[config.mk]
export PLATFORM = sky130hd
export DESIGN_NAME = seq_alu_mc_flat
export DESIGN_NICKNAME = d
export VERILOG_FILES = /design/src/rtl/seq_alu_mc_if.sv /design/src/rtl/seq_alu_mc.sv /design/src/flat_wrapper.sv
export SDC_FILE = /design/constraint.sdc
export NUM_CORES = 1
export LEC_CHECK = 0
export CAP_MARGIN = 10
export CORE_ASPECT_RATIO = 0.7
export CORE_MARGIN = 3
export CORE_UTILIZATION = 39
export CTS_CLUSTER_DIAMETER = 30
export DETAILED_ROUTE_END_ITERATION = 6
export PLACE_DENSITY = 0.58
export SKIP_LAST_GASP = 1
export SYNTH_ARGS = -nofsm -noshare
export SYNTH_HDL_FRONTEND = slang
export SYNTH_SLANG_ARGS = --single-unit
[constraint.sdc]
create_clock -name clk -period 3.02 [get_ports clk]
set_input_delay 0.302 -clock clk [delete_from_list [all_inputs] [get_ports clk]]
set_output_delay 0.302 -clock clk [all_outputs]
set_load 0.02 [all_outputs]
[src/rtl/seq_alu_mc_if.sv]
// Operand/opcode request and registered result bundle for the sequential ALU.
interface seq_alu_mc_if #(
    parameter int M = 7
);
    logic         start;
    logic [2:0]   OpCode;
    logic [M-1:0] A;
    logic [M-1:0] B;
    logic         busy;
    logic         done;
    logic [M-1:0] Result;
    logic [M-1:0] ResultHi;
    logic [4:0]   Flags;

    modport master (
        output start, OpCode, A, B,
        input  busy, done, Result, ResultHi, Flags
    );

    modport slave (
        input  start, OpCode, A, B,
        output busy, done, Result, ResultHi, Flags
    );
endinterface

[src/rtl/seq_alu_mc.sv]
// Registered multi-cycle ALU: single-cycle ADD/SUB/OR/AND/XOR plus an
// iterative shift-add unsigned multiplier, with start/busy/done handshake.
module seq_alu_mc #(
    parameter int M = 7
) (
    input  logic         clk,
    input  logic         rst_n,
    seq_alu_mc_if.slave  bus
);
    localparam int CW = (M > 2) ? $clog2(M) : 1;
    localparam int W2 = 2 * M;

    localparam logic [2:0] OP_ADD = 3'b000;
    localparam logic [2:0] OP_SUB = 3'b001;
    localparam logic [2:0] OP_OR  = 3'b010;
    localparam logic [2:0] OP_AND = 3'b011;
    localparam logic [2:0] OP_MUL = 3'b100;
    localparam logic [2:0] OP_XOR = 3'b101;

    typedef enum logic [1:0] {S_IDLE, S_MUL, S_DONE} state_e;

    state_e          state_q, state_d;
    logic [M-1:0]    mcand_q, mcand_d;
    logic [M-1:0]    mplier_q, mplier_d;
    logic [W2-1:0]   acc_q, acc_d;
    logic [CW-1:0]   cnt_q, cnt_d;
    logic [M-1:0]    result_q, result_d;
    logic [M-1:0]    result_hi_q, result_hi_d;
    logic [4:0]      flags_q, flags_d;

    logic [M:0]      sum;
    logic [M-1:0]    alu_res;
    logic            alu_c, alu_v;
    logic [4:0]      alu_flags;

    logic [M:0]      mul_sum;
    logic [W2-1:0]   mul_next;
    logic [M-1:0]    mul_hi, mul_lo;
    logic            mul_ovf;
    logic [4:0]      mul_flags;

    // Single-cycle operations work straight from the live inputs.
    always_comb begin
        sum     = '0;
        alu_res = '0;
        alu_c   = 1'b0;
        alu_v   = 1'b0;
        case (bus.OpCode)
            OP_ADD: begin
                sum     = {1'b0, bus.A} + {1'b0, bus.B};
                alu_res = sum[M-1:0];
                alu_c   = sum[M];
                alu_v   = (bus.A[M-1] == bus.B[M-1]) && (sum[M-1] != bus.A[M-1]);
            end
            OP_SUB: begin
                sum     = {1'b0, bus.A} + {1'b0, ~bus.B} + {{M{1'b0}}, 1'b1};
                alu_res = sum[M-1:0];
                alu_c   = sum[M];
                alu_v   = (bus.A[M-1] != bus.B[M-1]) && (sum[M-1] != bus.A[M-1]);
            end
            OP_OR:   alu_res = bus.A | bus.B;
            OP_AND:  alu_res = bus.A & bus.B;
            OP_XOR:  alu_res = bus.A ^ bus.B;
            default: alu_res = '0;
        endcase
        alu_flags = {alu_res[M-1], ~|alu_res, alu_c, alu_v, ^alu_res};
    end

    // One shift-add step: add multiplicand into the high half, then shift the
    // whole (2M+1)-bit value right so the next multiplier bit lines up.
    always_comb begin
        mul_sum   = {1'b0, acc_q[W2-1:M]} + (mplier_q[0] ? {1'b0, mcand_q} : '0);
        mul_next  = W2'({mul_sum, acc_q[M-1:0]} >> 1);
        mul_hi    = mul_next[W2-1:M];
        mul_lo    = mul_next[M-1:0];
        mul_ovf   = |mul_hi;
        mul_flags = {mul_hi[M-1], ~|mul_next, mul_ovf, mul_ovf, ^mul_lo};
    end

    always_comb begin
        state_d     = state_q;
        mcand_d     = mcand_q;
        mplier_d    = mplier_q;
        acc_d       = acc_q;
        cnt_d       = cnt_q;
        result_d    = result_q;
        result_hi_d = result_hi_q;
        flags_d     = flags_q;
        case (state_q)
            S_MUL: begin
                acc_d    = mul_next;
                mplier_d = mplier_q >> 1;
                cnt_d    = cnt_q + 1'b1;
                if (cnt_q == CW'(M - 1)) begin
                    result_d    = mul_lo;
                    result_hi_d = mul_hi;
                    flags_d     = mul_flags;
                    state_d     = S_DONE;
                end
            end
            default: begin
                // DONE accepts a new start exactly like IDLE for gapless issue.
                state_d = S_IDLE;
                if (bus.start) begin
                    if (bus.OpCode == OP_MUL) begin
                        mcand_d  = bus.A;
                        mplier_d = bus.B;
                        acc_d    = '0;
                        cnt_d    = '0;
                        state_d  = S_MUL;
                    end else begin
                        result_d    = alu_res;
                        result_hi_d = '0;
                        flags_d     = alu_flags;
                        state_d     = S_DONE;
                    end
                end
            end
        endcase
    end

    always_ff @(posedge clk or negedge rst_n) begin
        if (!rst_n) begin
            state_q     <= S_IDLE;
            mcand_q     <= '0;
            mplier_q    <= '0;
            acc_q       <= '0;
            cnt_q       <= '0;
            result_q    <= '0;
            result_hi_q <= '0;
            flags_q     <= '0;
        end else begin
            state_q     <= state_d;
            mcand_q     <= mcand_d;
            mplier_q    <= mplier_d;
            acc_q       <= acc_d;
            cnt_q       <= cnt_d;
            result_q    <= result_d;
            result_hi_q <= result_hi_d;
            flags_q     <= flags_d;
        end
    end

    assign bus.busy     = (state_q == S_MUL);
    assign bus.done     = (state_q == S_DONE);
    assign bus.Result   = result_q;
    assign bus.ResultHi = result_hi_q;
    assign bus.Flags    = flags_q;
endmodule

[src/flat_wrapper.sv]
// flat-port wrapper written by rule: the top's interface ports become plain ports
module seq_alu_mc_flat 
#(
    parameter int M = 7
)
  (clk, rst_n, bus_start, bus_OpCode, bus_A, bus_B, bus_busy, bus_done, bus_Result, bus_ResultHi, bus_Flags);
  seq_alu_mc_if #(.M(M)) bus_i ();
  input  logic clk;
  input  logic rst_n;
  input wire logic [$bits(bus_i.start)-1:0] bus_start;
  input wire logic [$bits(bus_i.OpCode)-1:0] bus_OpCode;
  input wire logic [$bits(bus_i.A)-1:0] bus_A;
  input wire logic [$bits(bus_i.B)-1:0] bus_B;
  output wire logic [$bits(bus_i.busy)-1:0] bus_busy;
  output wire logic [$bits(bus_i.done)-1:0] bus_done;
  output wire logic [$bits(bus_i.Result)-1:0] bus_Result;
  output wire logic [$bits(bus_i.ResultHi)-1:0] bus_ResultHi;
  output wire logic [$bits(bus_i.Flags)-1:0] bus_Flags;
  assign bus_i.start = bus_start;
  assign bus_i.OpCode = bus_OpCode;
  assign bus_i.A = bus_A;
  assign bus_i.B = bus_B;
  assign bus_busy = bus_i.busy;
  assign bus_done = bus_i.done;
  assign bus_Result = bus_i.Result;
  assign bus_ResultHi = bus_i.ResultHi;
  assign bus_Flags = bus_i.Flags;
  seq_alu_mc #(.M(M)) u_core (.clk(clk), .rst_n(rst_n), .bus(bus_i));
endmodule
# After elaboration in Yosys (flattened, before gate mapping)
# Cells that the tools add are included.
[word_totals] regBits=52 elab_cells=76
[op_classes] add_sub_neg=5 n_eq_ne=14 mux=29 bitwise=5 reduce_logical=15
[op_table] cell="$mux W7" count=12
[op_table] cell="$mux W14" count=3
[op_table] cell="$pmux W7 S5" count=1
[op_table] cell="$mux W5" count=4
[op_table] cell="$add A7 B7 Y8" count=2
[op_table] cell="$reduce_or A14 Y1" count=1
[op_table] cell="$reduce_or A7 Y1" count=2
[op_table] cell="$reduce_xor A7 Y1" count=2
[op_table] cell="$eq A3 B3 Y1 const B" count=3
[op_table] cell="$mux W3" count=3
[op_table] cell="$add A7 B8 Y8" count=1
[op_table] cell="$add A8 B1 Y8 const B" count=1
[op_table] cell="$mux W2" count=4
[op_table] cell="$and A7 B7 Y7" count=1
[op_table] cell="$not A7 Y7" count=1
[op_table] cell="$or A7 B7 Y7" count=1
[op_table] cell="$xor A7 B7 Y7" count=1
[op_table] cell="$eq A3 B2 Y1 const B" count=2
[op_table] cell="$reduce_and A3 Y1" count=2
[op_table] cell="$pmux W1 S2" count=2
[op_table] cell="$reduce_bool A2 Y1" count=2
[op_table] cell="$add A3 B1 Y3 const B" count=1
[op_table] cell="$eq A3 B1 Y1 const B" count=1
[op_table] cell="$logic_not A3 Y1" count=1
[op_table] cell="10 further kinds" count=14

# Logic depth before layout (Yosys ltp)
# Gate-level depths: netlist of the first run.
[logic_depth] depth_word=9 depth_mapped=14

# Worst setup path after synthesis of the first run
# Ideal clock, no wire load.
[synth_timing] path_kind="input port to flip-flop" startpoint="input bus_B[3]" endpoint="register u_core.flags_q[0] (netlist: u_core.bus.Flags[0])" t_arrival_ps=2668 t_required_ps=2889 path_slack_ps=221 stages=14 path_buffers=1 path_cell_list="inv_1 > ha_1 > buf_6 > and2_2 > a22o_2 > nor4_1 > o21a_1 > o21ai_0 > nor2b_1 > ha_1 > xor2_1 > xnor2_1 > and4_4 > o31ai_2"
[synth_via] elab_chain_cells=8 word_cells_on_any_way=12
[synth_rtl] element="from (decl)" line="flat_wrapper.sv:13" text="input wire logic [$bits(bus_i.B)-1:0] bus_B;"
[synth_rtl] element="$not A7 Y7" line="seq_alu_mc.sv:56" text="sum = {1'b0, bus.A} + {1'b0, ~bus.B} + {{M{1'b0}}, 1'b1};"
[synth_rtl] element="$add A7 B7 Y8" line="seq_alu_mc.sv:56"
[synth_rtl] element="$add A8 B1 Y8" line="seq_alu_mc.sv:56"
[synth_rtl] element="$pmux W7 S5 *" line="seq_alu_mc.sv:48" text="case (bus.OpCode)"
[synth_rtl] element="$reduce_xor A7 Y1 *" line="seq_alu_mc.sv:66" text="alu_flags = {alu_res[M-1], ~|alu_res, alu_c, alu_v, ^alu_res};"
[synth_rtl] element="$mux W5 *" line="seq_alu_mc.sv:105" text="if (bus.OpCode == OP_MUL) begin"
[synth_rtl] element="$mux W5 *" line="seq_alu_mc.sv:104" text="if (bus.start) begin"
[synth_rtl] element="$mux W5 *" line="seq_alu_mc.sv:89" text="case (state_q)"
[synth_rtl] element="to (signal assigned)" line="seq_alu_mc.sv:140" text="flags_q <= flags_d;"
[synth_rtl] element="to (decl)" line="seq_alu_mc.sv:29" text="logic [4:0] flags_q, flags_d;"
# Every way passes the cells marked *; elsewhere a longest branch is shown, timed or not. The select of a mux whose other input is x is not followed.
# A chain may end at the register's enable or synchronous reset.

# Final worst setup path of the first run
[layout_timing] startpoint="input bus_B[4]" endpoint="register u_core.flags_q[0] (netlist: u_core.bus.Flags[0])"
# Same word-level chain as after synthesis.

==> results of run 1 <==
-- sequential cells by signal, summed over array words and instances (netlist names) --
name                 cells
u_core.acc_q            13
u_core.bus.Flags         5
u_core.bus.Result        7
u_core.bus.ResultHi      7
u_core.cnt_q             3
u_core.mcand_q           7
u_core.mplier_q          7
u_core.state_q           2
-- power groups by stage --
stage	clock (mW)	sequential [mW]	combinational (mW)
after global placement	0	0.954	1.06
after CTS	0.690	0.947	1.10
after floorplan	0	0.969	0.665
after global routing	0.713	0.971	1.32
final	0.675	0.948	1.18
after detailed placement	0	0.955	1.08
-- cell type report --
| class | count | area share (%) |
|---|---|---|
| inverters | 38 | 2.86 |
| flip-flops and latches | 51 | 25.6 |
| repair buffers | 101 | 17.4 |
| clock buffers | 6 | 2.78 |
| well taps | 124 | 3.11 |
| multi-input cells | 318 | 47.6 |
| clock inverters | 2 | 0.702 |
-- what timing repair did --
item	4_1_cts	5_1_grt
cloned	0	0
endpoints found under the hold margin	0	0
buffers inserted	1	5
endpoints found under the setup margin	1	2
gates resized for setup	9	34
pin swaps	2	10
-- critical path: stages --
cell and delay (ns):
clkdlybuf4s50_1 0.48, inv_1 0.09, ha_4 0.31, inv_1 0.05, and3_2 0.20, a211o_1 0.26
o21a_1 0.20, o21ai_2 0.17, nor2b_4 0.19, ha_4 0.23, xor2_4 0.19, xnor2_2 0.17
and4_4 0.25, o31ai_4 0.05
-- layout by cell type, fill, tap and decap left out, types with 9 or more instances in the layout --
| cell type | n |
|---|---|
| nand2_1 | 57 |
| clkdlybuf4s50_1 | 34 |
| mux2i_1 | 9 |
| o22ai_1 | 10 |
| dfrtp_1 | 51 |
| nor2_1 | 33 |
| inv_1 | 32 |
| ha_1 | 30 |
| buf_4 | 60 |
| a21oi_1 | 17 |
| o21ai_0 | 35 |
-- worst max-delay path by stage --
stage	from	endpoint	slack, ns	depth (start not counted)
2_1_floorplan	bus_B[3]	u_core.bus.Flags[0]	0.22	14
3_3_place_gp	bus_B[1]	u_core.bus.Flags[0]	-0.36	14
3_5_place_dp	bus_B[4]	u_core.bus.Flags[0]	-0.39	14
4_1_cts	bus_A[0]	u_core.bus.Flags[0]	0.005	14
5_1_grt	bus_A[4]	u_core.bus.Flags[0]	-0.05	14
6_report	bus_B[4]	u_core.bus.Flags[0]	0.04	14
-- logic make-up (layout without fill, tap and decap cells) --
group                      after synthesis  after routing
xor gates and xnor gates                 9              9
and+or+nand+nor                        138            138
adders and majority gates               39             39
DFF                                     51             51
muxes                                   13             13
buffers and inverters                   58            147
AOI/OAI and AO/OA                      119            119
-- routing by layer --
metal | global-route usage [%] | wire length [microns] | up-vias
li1 | - | - | 1675
met1 | 31.9 | 5530 | 1631
met2 | 30.6 | 4540 | 82
met3 | 3.62 | 580 | 9
met4 | 4.17 | 89 | 0
met5 | 0 | 0 | -
==> metrics.yaml, run 1 <==
wire_per_inst_microns: 16.8
timing.rr.end: "u_core.bus.Flags[2]"
route.detailed.drc: 0
layout.cells.non_filler: 640
placed_cells: 626
ys_types: 67
path_clk_slew_ns: 0.07
fin_crit_ns: 2.98
place_area_sq_um: 4570
drt-vias-per-instance: 5.31
synthTopCellsByArea: "dfrtp_1 34%, ha_1 12%, nand2_1 5.8%, o21ai_0 5.1%, inv_1 3.6%"
hold_violations: 0
r2r_setup_slack_ns: 0.27
synth-seq-cells: 51
arrival_ns: 3.14
status: "complete, no violations"
fin_crit_sh_pct: 98.5
drt_iter0_drc: 263
hp-class: "in2async"
p_int_mw: 1.79
row_count: 29
rr_worst_depth: 10
yosys.area_share.xor_xnor_pct: 2.12
ff_latch_area_sq_um: 1280
first_pass_iters: 4
first_global_vias: 3301
skew_ns: 0.00522
synth.avg_cell_area_sq_um: 8.71
dieHeight_microns: 87.7
drv_cap: 0
finalNetCount: 574
num_vias: 3397
area_growth_pct: 34.3
die_area_sq_um: 10800
cts_hold_buf: 0
place_congestion: 0.884
synth_top_family_by_area: "compound AO/OA/AOI/OAI gates"
ir_drop_v: 0.000287
synth_cells: 427
worst_ep_required_time_ns: 3.19
start_kind: "input pin"
routed_wl_microns: 10700
grt_first_pass_wirelength_microns: 17300
multi_input_area_sq_um: 2370
setup_violations: 0
async_flop_share_pct: 100
clock_sinks: 51
power_switching_share_pct: 36.3
fillCellCount: 865
num_io_pins: 41
comb_power_share_pct: 42.1
muxShareOfSynthArea_pct: 4.04
drive_gt1_share_pct: 22.3
synth_top_cell_area_share_pct: 34.3
coreArea_sq_um: 9180
clockBufferDepth: 2
clkPwrFrac_pct: 24.1
htreeDepth: 2
hold-worst-slack_ns: 0.0378
synth.most_common_cell: "nand2_1"
slew_violations: 0
leakage_nw: 2.36
synth_compound_area_share_pct: 21.2
antenna_found_initial: 0
post_synth_instance_area_sq_um: 3720
crit_type: "in2reg"
post-place-ws_ns: -0.394
synthFlopType: "dfrtp_1"
dp_hpwl_microns: 8170
crit_fanout: 6
cts_tree: "done"
ys_warn_count: 0
power_mw: 2.81
root_buffer: "clkbuf_16"
synth_common_cells: "57 x nand2_1, 51 x dfrtp_1, 38 x o21ai_0, 36 x ha_1, 36 x inv_1"
antennaDiodeCount: 0
yosys.area.top_type: "dfrtp_1"
port_buffers: 40
grt_max_degree: 28
start_util_pct: 40.5
r2r_start: "u_core.mplier_q[0]"
fin_area_sq_um: 4990
grt-ovfl-total: 0
powerDensity_nw_per_um2: 562
clkLatencyLatePin_ns: 0.29
postRouteAntennaNets: 0
grtUsageTotal_pct: 20.8
cts_buffers: 5
fin_util_pct: 54.4
synth_edf_count: 0
synth-simple-area-share_pct: 17.6
setup_ws_ns: 0.0449
worst_pin_slew_ns: 0.671
ys_seq_area_share_pct: 34.3
synthAdderAreaFrac_pct: 13.7
die_w_microns: 123
p_sw_mw: 1.02
syn-num-nets: 486
clock.fmax_mhz: 336
critPathCaptureType: "flip-flop"
power_frac_seq_pct: 33.8
fin_setup_tns_ns: 0
max-slew-margin-rel_pct: 55.2
Power figures use the tool's default switching activity.
==> run 2: changes to the inputs <==
Settings changed: MAX_ROUTING_LAYER set to met4.
==> run 2 against run 1 <==
- critical path depth is the same
- hold slack is essentially flat
- first-iteration DRC count grew 19%
- die area is the same
- total power is essentially flat
- sequential share of layout area is the same
- final area is the same
- critical path type unchanged
- clock power is essentially flat
- global-route usage grew 0.69 points
- combinational power is essentially flat
- fmax is essentially flat
- worst setup slack is essentially flat
==> metrics.yaml, run 2 (synthesized netlist as in run 1, its figures left out) <==
drv_cap: 0  # unchanged
routed_wl_microns: 10800  # +0.20%
setup_violations: 0  # unchanged
grt_use_met3_pct: 3.16  # -0.45 points
num_vias: 3412  # +0.44%
crit_buf_inv: 3  # unchanged
fin_crit_ns: 2.97  # -0.000394 ns
die_area_sq_um: 10800  # unchanged
critPathTopFamily: "compound AO/OA/AOI/OAI gates"
cpPeakStageDelay_ns: 0.48  # about the same
cts_buffers: 5  # unchanged
mostFrequentLayoutCell: "buf_4"
dp_hpwl_microns: 8170  # unchanged
drt-vias-per-instance: 5.33  # +0.44%
first_global_vias: 3297  # -0.12%
use_met2_pct: 30.5  # -0.099 points
met1_usage_pct: 32.4  # +0.44 points
dieHeight_microns: 87.7  # unchanged
port_buffers: 40  # unchanged
hold-worst-slack_ns: 0.0382  # +0.000408 ns
htreeDepth: 2  # unchanged
slew_violations: 0  # unchanged
fin_crit_sh_pct: 98.5  # about the same
postRouteAntennaNets: 0  # unchanged
arrival_ns: 3.14  # about the same
antennaDiodeCount: 0  # unchanged
hold_violations: 0  # unchanged
first_pass_iters: 4  # unchanged
placed_cells: 626  # unchanged
fin_setup_tns_ns: 0  # unchanged
grt_max_degree: 28  # unchanged
row_count: 29  # unchanged
num_io_pins: 41  # unchanged
clkPwrFrac_pct: 24.0  # about the same
clkLatencyLatePin_ns: 0.29  # about the same
multi_input_area_sq_um: 2370  # unchanged
clockBufferDepth: 2  # unchanged
power_switching_share_pct: 36.3  # +0.046 points
fin_area_sq_um: 4990  # unchanged
die_w_microns: 123  # unchanged
crit_fanout: 6  # unchanged
place_congestion: 0.898  # +1.7%
route.detailed.drc: 0  # unchanged
start_kind: "input pin"
drt_iter0_drc: 314  # +19%
wire_per_inst_microns: 16.8  # +0.20%
coreArea_sq_um: 9180  # unchanged
hp-class: "in2async"
crit_type: "in2reg"
grt_first_pass_wirelength_microns: 17300  # unchanged
layout.cells.non_filler: 640  # unchanged
worst_pin_slew_ns: 0.672  # +0.000619 ns
worst_ep_required_time_ns: 3.19  # about the same
antenna_found_initial: 0  # unchanged
cts_hold_buf: 0  # unchanged
power_frac_seq_pct: 33.8  # about the same
skew_ns: 0.00605  # +0.000829 ns
comb_power_share_pct: 42.2  # about the same
power_mw: 2.81  # about the same
max-slew-margin-rel_pct: 55.2  # about the same
leakage_nw: 2.36  # unchanged
r2r_setup_slack_ns: 0.28  # about the same
largest_reg_flops: 13  # unchanged
clock.fmax_mhz: 336  # about the same
ir_drop_v: 0.000292  # +1.6%
fillCellCount: 865  # unchanged
p_int_mw: 1.79  # about the same
status: "complete, no violations"
area_growth_pct: 34.3  # unchanged
cts_tree: "done"
p_sw_mw: 1.02  # +0.20%
cp_cell_sequence: "clkdlybuf4s50_1, inv_1, ha_4, inv_1, and3_2, a211o_1, o21a_1, o21ai_2, nor2b_4, ha_4, xor2_4, xnor2_2, and4_4, o31ai_4"
powerDensity_nw_per_um2: 562  # about the same
busiest_layer: "met1"
root_buffer: "clkbuf_16"
finalNetCount: 574  # unchanged
ff_latch_area_sq_um: 1280  # unchanged
path_clk_slew_ns: 0.07  # about the same
slowest_stage: "clkdlybuf4s50_1"
critPathCaptureType: "flip-flop"
grt-ovfl-total: 0  # unchanged
grtUsageTotal_pct: 21.5  # +0.69 points
max_flop_register: "u_core.acc_q"
drive_gt1_share_pct: 22.3  # unchanged
layout_common_cells: "60 x buf_4, 57 x nand2_1, 51 x dfrtp_1"
start_util_pct: 40.5  # unchanged
clock_sinks: 51  # unchanged
place_area_sq_um: 4570  # unchanged
run 2: cell counts in the layout (fill, tap and decap cells not counted):
Identical to the previous run, type by type.
run 2: what timing repair did:
item	in CTS	in global routing
pin swaps	2	10
setup endpoints to repair	1	2
buffers inserted	1	5
gates resized for setup	9	34
run 2: cell type report:
| class | instances | share of cell area [%] |
|---|---|---|
| Clock buffer | 6 | 2.78 |
| Clock inverter | 2 | 0.702 |
| Inverter | 38 | 2.86 |
| Multi-Input combinational cell | 318 | 47.6 |
| Sequential cell | 51 | 25.6 |
| Tap cell | 124 | 3.11 |
| Timing Repair Buffer | 101 | 17.4 |
run 2: path summary, 6_finish.rpt:
kind	depth (start not counted)	startpoint	end
setup / recovery	14	bus_B[4]	u_core.bus.Flags[0]
hold / removal	1	rst_n	u_core.mplier_q[3]
setup reg to reg	10	u_core.mplier_q[0]	u_core.bus.Flags[2]
hold reg to reg	2	u_core.mcand_q[3]	u_core.mcand_q[3]
max in group asynchronous	2	rst_n	u_core.acc_q[6]
min in group clk	4	bus_A[0]	u_core.mcand_q[0]
run 2: metal layers:
metal	vias to the layer above	share of wire [%]
met1	1649	53
li1	1672	-
met5	-	0
met2	85	43
met4	0	0.63
met3	6	4.1
run 2: power groups by stage:
stage | Clock [mW] | Combinational [mW] | Sequential [mW]
after floorplan | 0 | 0.665 | 0.969
after global placement | 0 | 1.06 | 0.954
after detailed placement | 0 | 1.08 | 0.955
after CTS | 0.690 | 1.10 | 0.947
after global routing | 0.716 | 1.32 | 0.971
final | 0.674 | 1.19 | 0.948
run 2: per-stage QoR:
stage	setup slack, ns	util [%]
after floorplan	0.221	-
after global placement	-0.355	49.8
after detailed placement	-0.394	49.8
after CTS	0.00529	52.1
after global routing	-0.0521	54.4
final	0.0453	54.4
